[config.mk]
export PLATFORM = sky130hd
export DESIGN_NAME = mult_seq_unit_flat
export DESIGN_NICKNAME = d
export VERILOG_FILES = /design/src/rtl/mult_seq_unit_if.sv /design/src/rtl/mult_seq_unit.sv /design/src/flat_wrapper.sv
export SDC_FILE = /design/constraint.sdc
export NUM_CORES = 1
export LEC_CHECK = 0
export CAP_MARGIN = 20
export CORE_MARGIN = 2
export CORE_UTILIZATION = 43
export DETAILED_ROUTE_END_ITERATION = 7
export GPL_ROUTABILITY_DRIVEN = 1
export PLACE_DENSITY = 0.67
export SYNTH_ARGS = -nofsm -noshare
export SYNTH_HDL_FRONTEND = slang
export SYNTH_SLANG_ARGS = --single-unit
[constraint.sdc]
create_clock -name clk -period 3.3 [get_ports clk]
set_clock_uncertainty 0.15 [all_clocks]
set_input_delay 0.33 -clock clk [delete_from_list [all_inputs] [get_ports clk]]
set_output_delay 0.33 -clock clk [all_outputs]
set_load 0.05 [all_outputs]
[src/rtl/mult_seq_unit_if.sv]
// Operand/result bundle for the sequential multiplier: start/busy/done handshake plus data.
// Latency: none (wires only); timing is owned by mult_seq_unit.
// Backpressure: none; the requester must watch busy, since start is only taken while idle.
interface mult_seq_unit_if;
    logic        start;
    logic        is_signed;
    logic [31:0] a;
    logic [31:0] b;
    logic        busy;
    logic        done;
    logic [31:0] hi;
    logic [31:0] lo;

    // Requester side: drives the operands, observes progress and the product.
    modport master (
        output start, is_signed, a, b,
        input  busy, done, hi, lo
    );

    // Multiplier side.
    modport slave (
        input  start, is_signed, a, b,
        output busy, done, hi, lo
    );
endinterface

[src/rtl/mult_seq_unit.sv]
// Iterative 32x32 shift-add multiplier; 64-bit product on {hi, lo}. Optional signed mode under MULT_SIGNED_EN.
// Latency: 34 cycles from accepted start to the done pulse; busy is high for 33 of them.
// Backpressure: start is ignored while busy; a new start may be issued in the done cycle.
module mult_seq_unit (
    input  logic            clk,
    input  logic            rst,
    mult_seq_unit_if.slave  bus
);

    typedef enum logic [1:0] {
        IDLE = 2'd0,
        RUN  = 2'd1,
        FIN  = 2'd2
    } state_t;

    state_t      state;
    logic [64:0] acc;
    logic [4:0]  cnt;
    logic [31:0] mag_a;
    logic        busy_q;
    logic        done_q;
    logic [31:0] hi_q;
    logic [31:0] lo_q;

    logic [31:0] mag_a_in;
    logic [31:0] mag_b_in;
    logic [63:0] result;
    logic [32:0] sum;
    logic [64:0] acc_add;

`ifdef MULT_SIGNED_EN
    logic neg_q;
    logic neg_in;

    // Magnitudes are taken only for signed requests; 0x80000000 maps to 2^31, which still fits.
    assign mag_a_in = (bus.is_signed && bus.a[31]) ? (~bus.a + 32'd1) : bus.a;
    assign mag_b_in = (bus.is_signed && bus.b[31]) ? (~bus.b + 32'd1) : bus.b;
    assign neg_in   = bus.is_signed & (bus.a[31] ^ bus.b[31]);
    assign result   = neg_q ? (~acc[63:0] + 64'd1) : acc[63:0];
`else
    // Unsigned-only build: is_signed has no effect and the product is written as accumulated.
    logic unused_is_signed;
    assign unused_is_signed = bus.is_signed;
    assign mag_a_in = bus.a;
    assign mag_b_in = bus.b;
    assign result   = acc[63:0];
`endif

    // One shift-add step: add the multiplicand into the top half when the current multiplier bit is set.
    assign sum     = {1'b0, acc[63:32]} + {1'b0, mag_a};
    assign acc_add = acc[0] ? {sum, acc[31:0]} : acc;

    assign bus.busy = busy_q;
    assign bus.done = done_q;
    assign bus.hi   = hi_q;
    assign bus.lo   = lo_q;

    // Control FSM with the datapath registers and registered outputs; reset aborts any operation.
    always_ff @(posedge clk) begin
        if (rst) begin
            state  <= IDLE;
            acc    <= '0;
            cnt    <= '0;
            mag_a  <= '0;
            busy_q <= 1'b0;
            done_q <= 1'b0;
            hi_q   <= '0;
            lo_q   <= '0;
`ifdef MULT_SIGNED_EN
            neg_q  <= 1'b0;
`endif
        end else begin
            case (state)
                IDLE: begin
                    done_q <= 1'b0;
                    if (bus.start) begin
                        mag_a  <= mag_a_in;
                        acc    <= {33'd0, mag_b_in};
                        cnt    <= '0;
                        busy_q <= 1'b1;
`ifdef MULT_SIGNED_EN
                        neg_q  <= neg_in;
`endif
                        state  <= RUN;
                    end
                end
                RUN: begin
                    acc <= acc_add >> 1;
                    cnt <= cnt + 5'd1;
                    if (cnt == 5'd31) begin
                        state <= FIN;
                    end
                end
                FIN: begin
                    hi_q   <= result[63:32];
                    lo_q   <= result[31:0];
                    done_q <= 1'b1;
                    busy_q <= 1'b0;
                    state  <= IDLE;
                end
                default: begin
                    state  <= IDLE;
                    busy_q <= 1'b0;
                    done_q <= 1'b0;
                end
            endcase
        end
    end

endmodule
[src/flat_wrapper.sv]
// flat-port wrapper written by rule: the top's interface ports become plain ports
module mult_seq_unit_flat 
  (clk, rst, bus_start, bus_is_signed, bus_a, bus_b, bus_busy, bus_done, bus_hi, bus_lo);
  mult_seq_unit_if bus_i ();
  input  logic clk;
  input  logic rst;
  input wire logic [$bits(bus_i.start)-1:0] bus_start;
  input wire logic [$bits(bus_i.is_signed)-1:0] bus_is_signed;
  input wire logic [$bits(bus_i.a)-1:0] bus_a;
  input wire logic [$bits(bus_i.b)-1:0] bus_b;
  output wire logic [$bits(bus_i.busy)-1:0] bus_busy;
  output wire logic [$bits(bus_i.done)-1:0] bus_done;
  output wire logic [$bits(bus_i.hi)-1:0] bus_hi;
  output wire logic [$bits(bus_i.lo)-1:0] bus_lo;
  assign bus_i.start = bus_start;
  assign bus_i.is_signed = bus_is_signed;
  assign bus_i.a = bus_a;
  assign bus_i.b = bus_b;
  assign bus_busy = bus_i.busy;
  assign bus_done = bus_i.done;
  assign bus_hi = bus_i.hi;
  assign bus_lo = bus_i.lo;
  mult_seq_unit u_core (.clk(clk), .rst(rst), .bus(bus_i));
endmodule
==> results of run 1 <==
flip-flops by register name (all words and copies together), names as in the netlist:
| register | cells |
|---|---|
| u_core.bus.lo | 32 |
| u_core.bus.hi | 32 |
| u_core.cnt | 5 |
| u_core.bus.done | 1 |
| u_core.acc | 64 |
| u_core.mag_a | 32 |
| u_core.state | 2 |
| u_core.bus.busy | 1 |
worst max-delay path, delay by kind of cell, from the launching register on:
kind,cells,cell delay [ns]
fa+ha+maj,2,0.62
simple gates,1,0.06
flops,1,0.34
mux,1,0.22
compound gates,5,1.32
cell usage in the layout (no fill, tap or decap), types with 5 or more instances in the layout:
master           instances
nand2_1                290
dfxtp_1                169
a21oi_1                142
clkdlybuf4s50_1        131
nor2_1                  72
a311oi_1                34
ha_1                    34
a21o_1                  22
a22oi_1                 19
o21ai_0                 17
clkbuf_16               17
nand3_1                 13
buf_4                   12
nand4_1                 11
xor2_1                  10
nor3_1                   9
mux2i_1                  9
o22ai_1                  9
xnor2_1                  9
a31oi_1                  8
inv_1                    7
o21bai_1                 7
a211oi_1                 6
and3_1                   5
o21a_1                   5
cell families (layout without fill, tap and decap cells):
logic type | count (synthesis) | after routing
multiplexers | 12 | 12
adder cells (fa/ha/maj) | 35 | 35
flip-flops | 169 | 169
AND/OR/NAND/NOR | 429 | 429
XOR/XNOR | 19 | 19
buffers and inverters | 87 | 185
AO/OA/AOI/OAI | 306 | 306
layer usage:
layer / share of wire / wire length [um]
met2: 0.45 / 9700
met4: 0.020 / 435
met3: 0.050 / 1060
met1: 0.48 / 10200
met5: 0 / 0
power by group:
group,switching (mW),internal (mW),leakage [nW],total (mW)
Sequential,0.0632,2.11,1.37,2.18
Clock,0.953,1.09,0.290,2.04
Combinational,0.286,0.204,2.20,0.490
how the worst min path moves through the flow:
stage / start / end / slack [ns] / cells past startpoint
2_1_floorplan: u_core.mag_a[0] / u_core.mag_a[0] / 0.29 / 2
3_3_place_gp: u_core.bus.lo[6] / u_core.bus.lo[6] / 0.29 / 2
3_5_place_dp: u_core.bus.hi[30] / u_core.bus.hi[30] / 0.30 / 2
4_1_cts: bus_a[10] / u_core.mag_a[10] / 0.27 / 3
5_1_grt: bus_a[10] / u_core.mag_a[10] / 0.28 / 3
6_report: bus_a[10] / u_core.mag_a[10] / 0.28 / 3
stage by stage:
stage,power [mW],setup slack [ns],util
floorplan,2.52,0.800,-
global placement,2.71,0.533,0.517
detailed placement,2.71,0.504,0.517
CTS,4.74,0.486,0.549
global route,4.89,0.289,0.549
finish,4.70,0.492,0.549
layout make-up:
type | count | area, um2
well taps | 234 | 293
inverters | 7 | 26.3
multi-input cells | 801 | 4510
flip-flops and latches | 169 | 3380
fillers | 1824 | 8430
clock buffers | 17 | 425
repair buffers | 146 | 1460
clock inverters | 15 | 183
==> metrics.md, run 1 <==
| Metric | Value |
|---|---|
| Status | `finished, final reports clean` |
| Post-route cell area | `0.0103 mm2` |
| Vias in the first global route | `7,208` |
| Max cap viols | `0` |
| Syn nets | `1,160` |
| Setup crit end kind | `flop` |
| Total clock sinks | `169` |
| Max VDD drop | `366 uV` |
| Placed Cells | `1,357` |
| Hold Path Class | `input pin to flop` |
| Cell with the most instances after synthesis | `nand2_1` |
| IO Port Bufs | `132` |
| CTS tree | `yes` |
| Largest buffer count on any clock path | `2` |
| Starting Density | `0.439` |
| Synth unique cells | `65` |
| Fmax | `0.356 GHz` |
| CP Launch Point | `u_core.acc[32]` |
| Die footprint | `0.0202 mm2` |
| Setup TNS | `0 ns` |
| Core region area | `0.0187 mm2` |
| Finished Layout Cells | `1,389` |
| Cells along the critical path | `ha_1 -> fa_1 -> a21o_1 -> a211oi_2 -> o21bai_1 -> a211o_1 -> a21oi_1 -> mux2i_1 -> nor2_1` |
| Largest family of logic cells by synthesized area | `compound AO/OA/AOI/OAI gates` |
| Post-CTS Resized | `0` |
| XOR/XNOR share of the synthesized area | `0.0203` |
| GPL Wtd Cong | `0.929` |
| Post-synthesis mux area share | `0.0151` |
| Antenna Violating Nets Remaining | `0` |
| Vias | `7,733` |
| Remaining global-route overflow | `0` |
| GR Util met3 | `0.0478` |
| Post-Synth Simple-Gate Area | `0.217` |
| R2R depth | `9` |
| Clock latency on the worst-skew pair | `0.44 ns` |
| Top cells by area, synth | `dfxtp_1 (41%), nand2_1 (13%), a21oi_1 (8.7%), ha_1 (5.2%), a311oi_1 (3.6%)` |
| Gr busiest metal | `met2` |
| WL/cell | `15.4 um` |
| DRC violations left | `0` |
| Asr flop ratio synth | `0` |
| Max Fanout on Critical Path | `4` |
| P&R area growth vs syn | `25.3%` |
| Power Density | `458 mW/mm2` |
| RR Endpoint | `u_core.acc[59]` |
| Number of I/O pins | `134` |
| Adder-Cell Fraction of Synth Area | `0.0543` |
| Biggest area consumer among synthesized cells | `dfxtp_1` |
| Critical setup path kind | `flop to flop` |
| Tcrit/Tclk final | `0.851` |
| Reg-to-reg slack, setup | `0.49 ns` |
| Slew Viols, Final | `0` |
| Net count, final | `1,245` |
| Chip height | `142 um` |
| Worst Setup EP | `u_core.acc[59]` |
| Setup bufs post-CTS | `0` |
| Max stage delay cell, worst path | `a211o_1` |
| CTS root buf | `clkbuf_16` |
| Worst Setup Start Kind | `flop` |
| Clock slew at reported path FFs | `0.07 ns` |
| Cts bufs inserted | `17` |
| #FFs+latches synth | `169` |
| Compound-cell area share of the yosys netlist | `0.241` |
| GR Util met2 | `0.339` |
| # diodes | `0` |
| Leakage power total | `3.87 nW` |
| Slew HR | `0.490` |
| Launching point of the worst reg2reg path | `u_core.acc[32]` |
| Final HPWL DP | `14,400 um` |
| Hold-fix buffers, CTS | `0` |
| RSZ-0062 raised after global routing | `false` |
| Area of the mapped netlist | `0.00820 mm2` |
| Number of synthesized flops with an enable pin | `0` |
| GR met1 Demand/Resource | `0.286` |
| # setup viols final | `0` |
| First-pass DRT Iterations | `5` |
| Top_reg_cell synth | `dfxtp_1` |
| Placed instance area | `0.00967 mm2` |
| Chip width | `142 um` |
| Synth cell count leaders | `nand2_1 (291), dfxtp_1 (169), a21oi_1 (142)` |
| Share of layout cells above drive strength 1 | `0.0589` |
| Worst Tran Pin Value | `0.765 ns` |
| Final WL | `21,400 um` |
| Mapped Cells | `1,057` |
| Crit path largest cell delay | `0.43 ns` |
| DRT iter0 DRCs | `416` |
| Initial antenna violation count | `0` |
| Vias per cell | `5.57` |
| GRT Util Overall | `0.213` |
| Yosys top cell area share | `0.412` |
| Seq/Total Area, Yosys | `0.412` |
| Fin Hold WS | `0.283 ns` |
| Fin crit period | `2.81 ns` |
| Worst EP required | `3.48 ns` |
| First-pass GRT wire length | `35,100 um` |
| H-tree depth | `4` |
| Mean Syn Cell Area | `7.76 um2` |
| Arrival time worst endpoint | `2.99 ns` |
| Row cnt | `50` |
| Hold Vio Cnt, Final | `0` |
| Largest net degree at the start of global routing | `78` |
| Ys Warns | `0` |
Power figures use the tool's default switching activity.
==> run 2, diff against run 1 <==
--- a/config.mk
+++ b/config.mk
@@ -10,7 +10,7 @@
 export CORE_UTILIZATION = 43
 export DETAILED_ROUTE_END_ITERATION = 7
 export GPL_ROUTABILITY_DRIVEN = 1
-export PLACE_DENSITY = 0.67
+export PLACE_DENSITY = 0.73
 export SYNTH_ARGS = -nofsm -noshare
 export SYNTH_HDL_FRONTEND = slang
 export SYNTH_SLANG_ARGS = --single-unit
==> metrics.md, run 2 (synthesis results as in run 1) <==
| Metric | Value |
|---|---|
| Tcrit/Tclk final | `0.866 (+0.0153)` |
| Starting Density | `0.439 (unchanged)` |
| Slew HR | `0.496 (+0.00607)` |
| Chip height | `142 um (unchanged)` |
| Largest net degree at the start of global routing | `90 (+15%)` |
| IO Port Bufs | `132 (unchanged)` |
| First-pass GRT wire length | `35,100 um (-0.21%)` |
| Clock slew at reported path FFs | `0.07 ns (about the same)` |
| Setup slack at placement | `0.486 ns (-0.0177 ns)` |
| Clock latency on the worst-skew pair | `0.43 ns (about the same)` |
| Worst Tran Pin Value | `0.756 ns (-0.00911 ns)` |
| Total clock sinks | `169 (unchanged)` |
| Max reg flops | `64 (unchanged)` |
| Vias | `7,694 (-0.50%)` |
| WL/cell | `15.4 um (-0.14%)` |
| Worst Setup Start Kind | `flop` |
| CTS root buf | `clkbuf_16` |
| Total power after layout | `4.69 mW (-0.29%)` |
| Slew Viols, Final | `0 (unchanged)` |
| Share of layout cells above drive strength 1 | `0.0589 (unchanged)` |
| Post-route cell area | `0.0103 mm2 (-0.17%)` |
| Fmax | `0.350 GHz (-1.8%)` |
| Final WL | `21,400 um (-0.14%)` |
| Placed instance area | `0.00966 mm2 (-0.13%)` |
| GRT Util Overall | `0.213 (-0.000824)` |
| Hold Vio Cnt, Final | `0 (unchanged)` |
| Vias in the first global route | `7,187 (-0.29%)` |
| Fin Hold WS | `0.0553 ns (-0.228 ns)` |
| Setup TNS | `0 ns (unchanged)` |
| CTS tree | `yes` |
| Net count, final | `1,245 (unchanged)` |
| GPL Wtd Cong | `0.922 (-0.76%)` |
| Critical setup path kind | `flop to flop` |
| Max cap viols | `0 (unchanged)` |
| # diodes | `0 (unchanged)` |
| Chip width | `142 um (unchanged)` |
| P&R area growth vs syn | `25.1%` |
| Max VDD drop | `349 uV (-4.5%)` |
| Status | `finished, final reports clean` |
| Remaining global-route overflow | `0 (unchanged)` |
| Final HPWL DP | `14,300 um (-0.59%)` |
| Power Density | `457 mW/mm2 (-0.12%)` |
| Arrival time worst endpoint | `3.02 ns (+0.03 ns)` |
| Post-CTS Resized | `0 (unchanged)` |
| Most frequent cells in the layout | `nand2_1 (290), dfxtp_1 (169), a21oi_1 (142)` |
| Row cnt | `50 (unchanged)` |
| Die footprint | `0.0202 mm2 (unchanged)` |
| Commonest non-fill, non-tap cell in the layout | `nand2_1` |
| DRT iter0 DRCs | `437 (+5.0%)` |
| Hold Path Class | `input pin to flop` |
| Setup bufs post-CTS | `0 (unchanged)` |
| Hold-fix buffers, CTS | `0 (unchanged)` |
| # setup viols final | `0 (unchanged)` |
| Final WS setup | `0.441 ns (-0.0506 ns)` |
| Biggest register | `u_core.acc` |
| Leakage power total | `3.87 nW (about the same)` |
| Setup crit end kind | `flop` |
| Fin crit period | `2.86 ns (+0.0506 ns)` |
| DRC violations left | `0 (unchanged)` |
| Max Fanout on Critical Path | `4 (unchanged)` |
| Antenna Violating Nets Remaining | `0 (unchanged)` |
| Initial antenna violation count | `0 (unchanged)` |
| Largest buffer count on any clock path | `2 (unchanged)` |
| Worst EP required | `3.47 ns (about the same)` |
| H-tree depth | `4 (unchanged)` |
| Number of I/O pins | `134 (unchanged)` |
| Cts bufs inserted | `17 (unchanged)` |
| First-pass DRT Iterations | `5 (unchanged)` |
| Core region area | `0.0187 mm2 (unchanged)` |
| Vias per cell | `5.54 (-0.50%)` |
| RSZ-0062 raised after global routing | `false` |
## run 2: cell count changes in the layout (fill, tap and decap cells not counted), sizes merged
cell | previous run | this run
clkinvlp | 2 | 0
inv | 13 | 15
## run 2: through the flow
stage               cells   util
global placement     1357  0.516
finish               1389  0.549
CTS                  1389  0.549
global route         1389  0.549
floorplan            1057      -
detailed placement   1357  0.516
## run 2: path summary, 6_finish.rpt
path                          start                 to  slack [ns]  cells after the start
setup / recovery     u_core.acc[32]     u_core.acc[59]        0.44                      9
hold / removal                  rst  u_core.bus.hi[19]        0.06                      2
setup reg to reg     u_core.acc[32]     u_core.acc[59]        0.44                      9
hold reg to reg   u_core.bus.hi[19]  u_core.bus.hi[19]        0.30                      2
## run 2: cell type report
type / instances / area, um2
multi-input combinational: 801 / 4510
timing repair buffer: 146 / 1450
fill: 1773 / 8440
clock inverter: 15 / 178
inverter: 7 / 26.3
tap: 234 / 293
sequential: 169 / 3380
clock buffer: 17 / 425
## run 2: per-layer routing
layer,part of all wire,track usage,vias up
met3,0.043,0.0353,38
met4,0.024,0.0800,0
met5,0,0,-
met1,0.48,0.288,3579
met2,0.46,0.341,185
li1,-,-,3892
## run 2: worst max-delay path: stages (launching register included)
cell      delay [ns]
dfxtp_1         0.34
ha_1            0.22
fa_1            0.41
a21o_1          0.22
a211oi_2        0.25
o21bai_1        0.12
a211o_1         0.43
a21oi_1         0.31
mux2i_1         0.23
nor2_1          0.07
## run 2: power by group
part           switching [mW]  internal, mW  total, mW  leakage [nW]
Clock                   0.940          1.09       2.03         0.296
Combinational           0.288         0.205      0.492          2.20
Sequential             0.0584          2.11       2.17          1.37
Total                    1.29          3.40       4.69          3.87
==> run 3, diff against run 2 <==
--- a/config.mk
+++ b/config.mk
@@ -5,12 +5,11 @@
 export SDC_FILE = /design/constraint.sdc
 export NUM_CORES = 1
 export LEC_CHECK = 0
-export CAP_MARGIN = 20
 export CORE_MARGIN = 2
 export CORE_UTILIZATION = 43
 export DETAILED_ROUTE_END_ITERATION = 7
-export GPL_ROUTABILITY_DRIVEN = 1
 export PLACE_DENSITY = 0.73
+export SKIP_CTS_REPAIR_TIMING = 1
 export SYNTH_ARGS = -nofsm -noshare
 export SYNTH_HDL_FRONTEND = slang
 export SYNTH_SLANG_ARGS = --single-unit
==> results of run 3 <==
Final layout, timing and power as in run 2 (identical DEF).
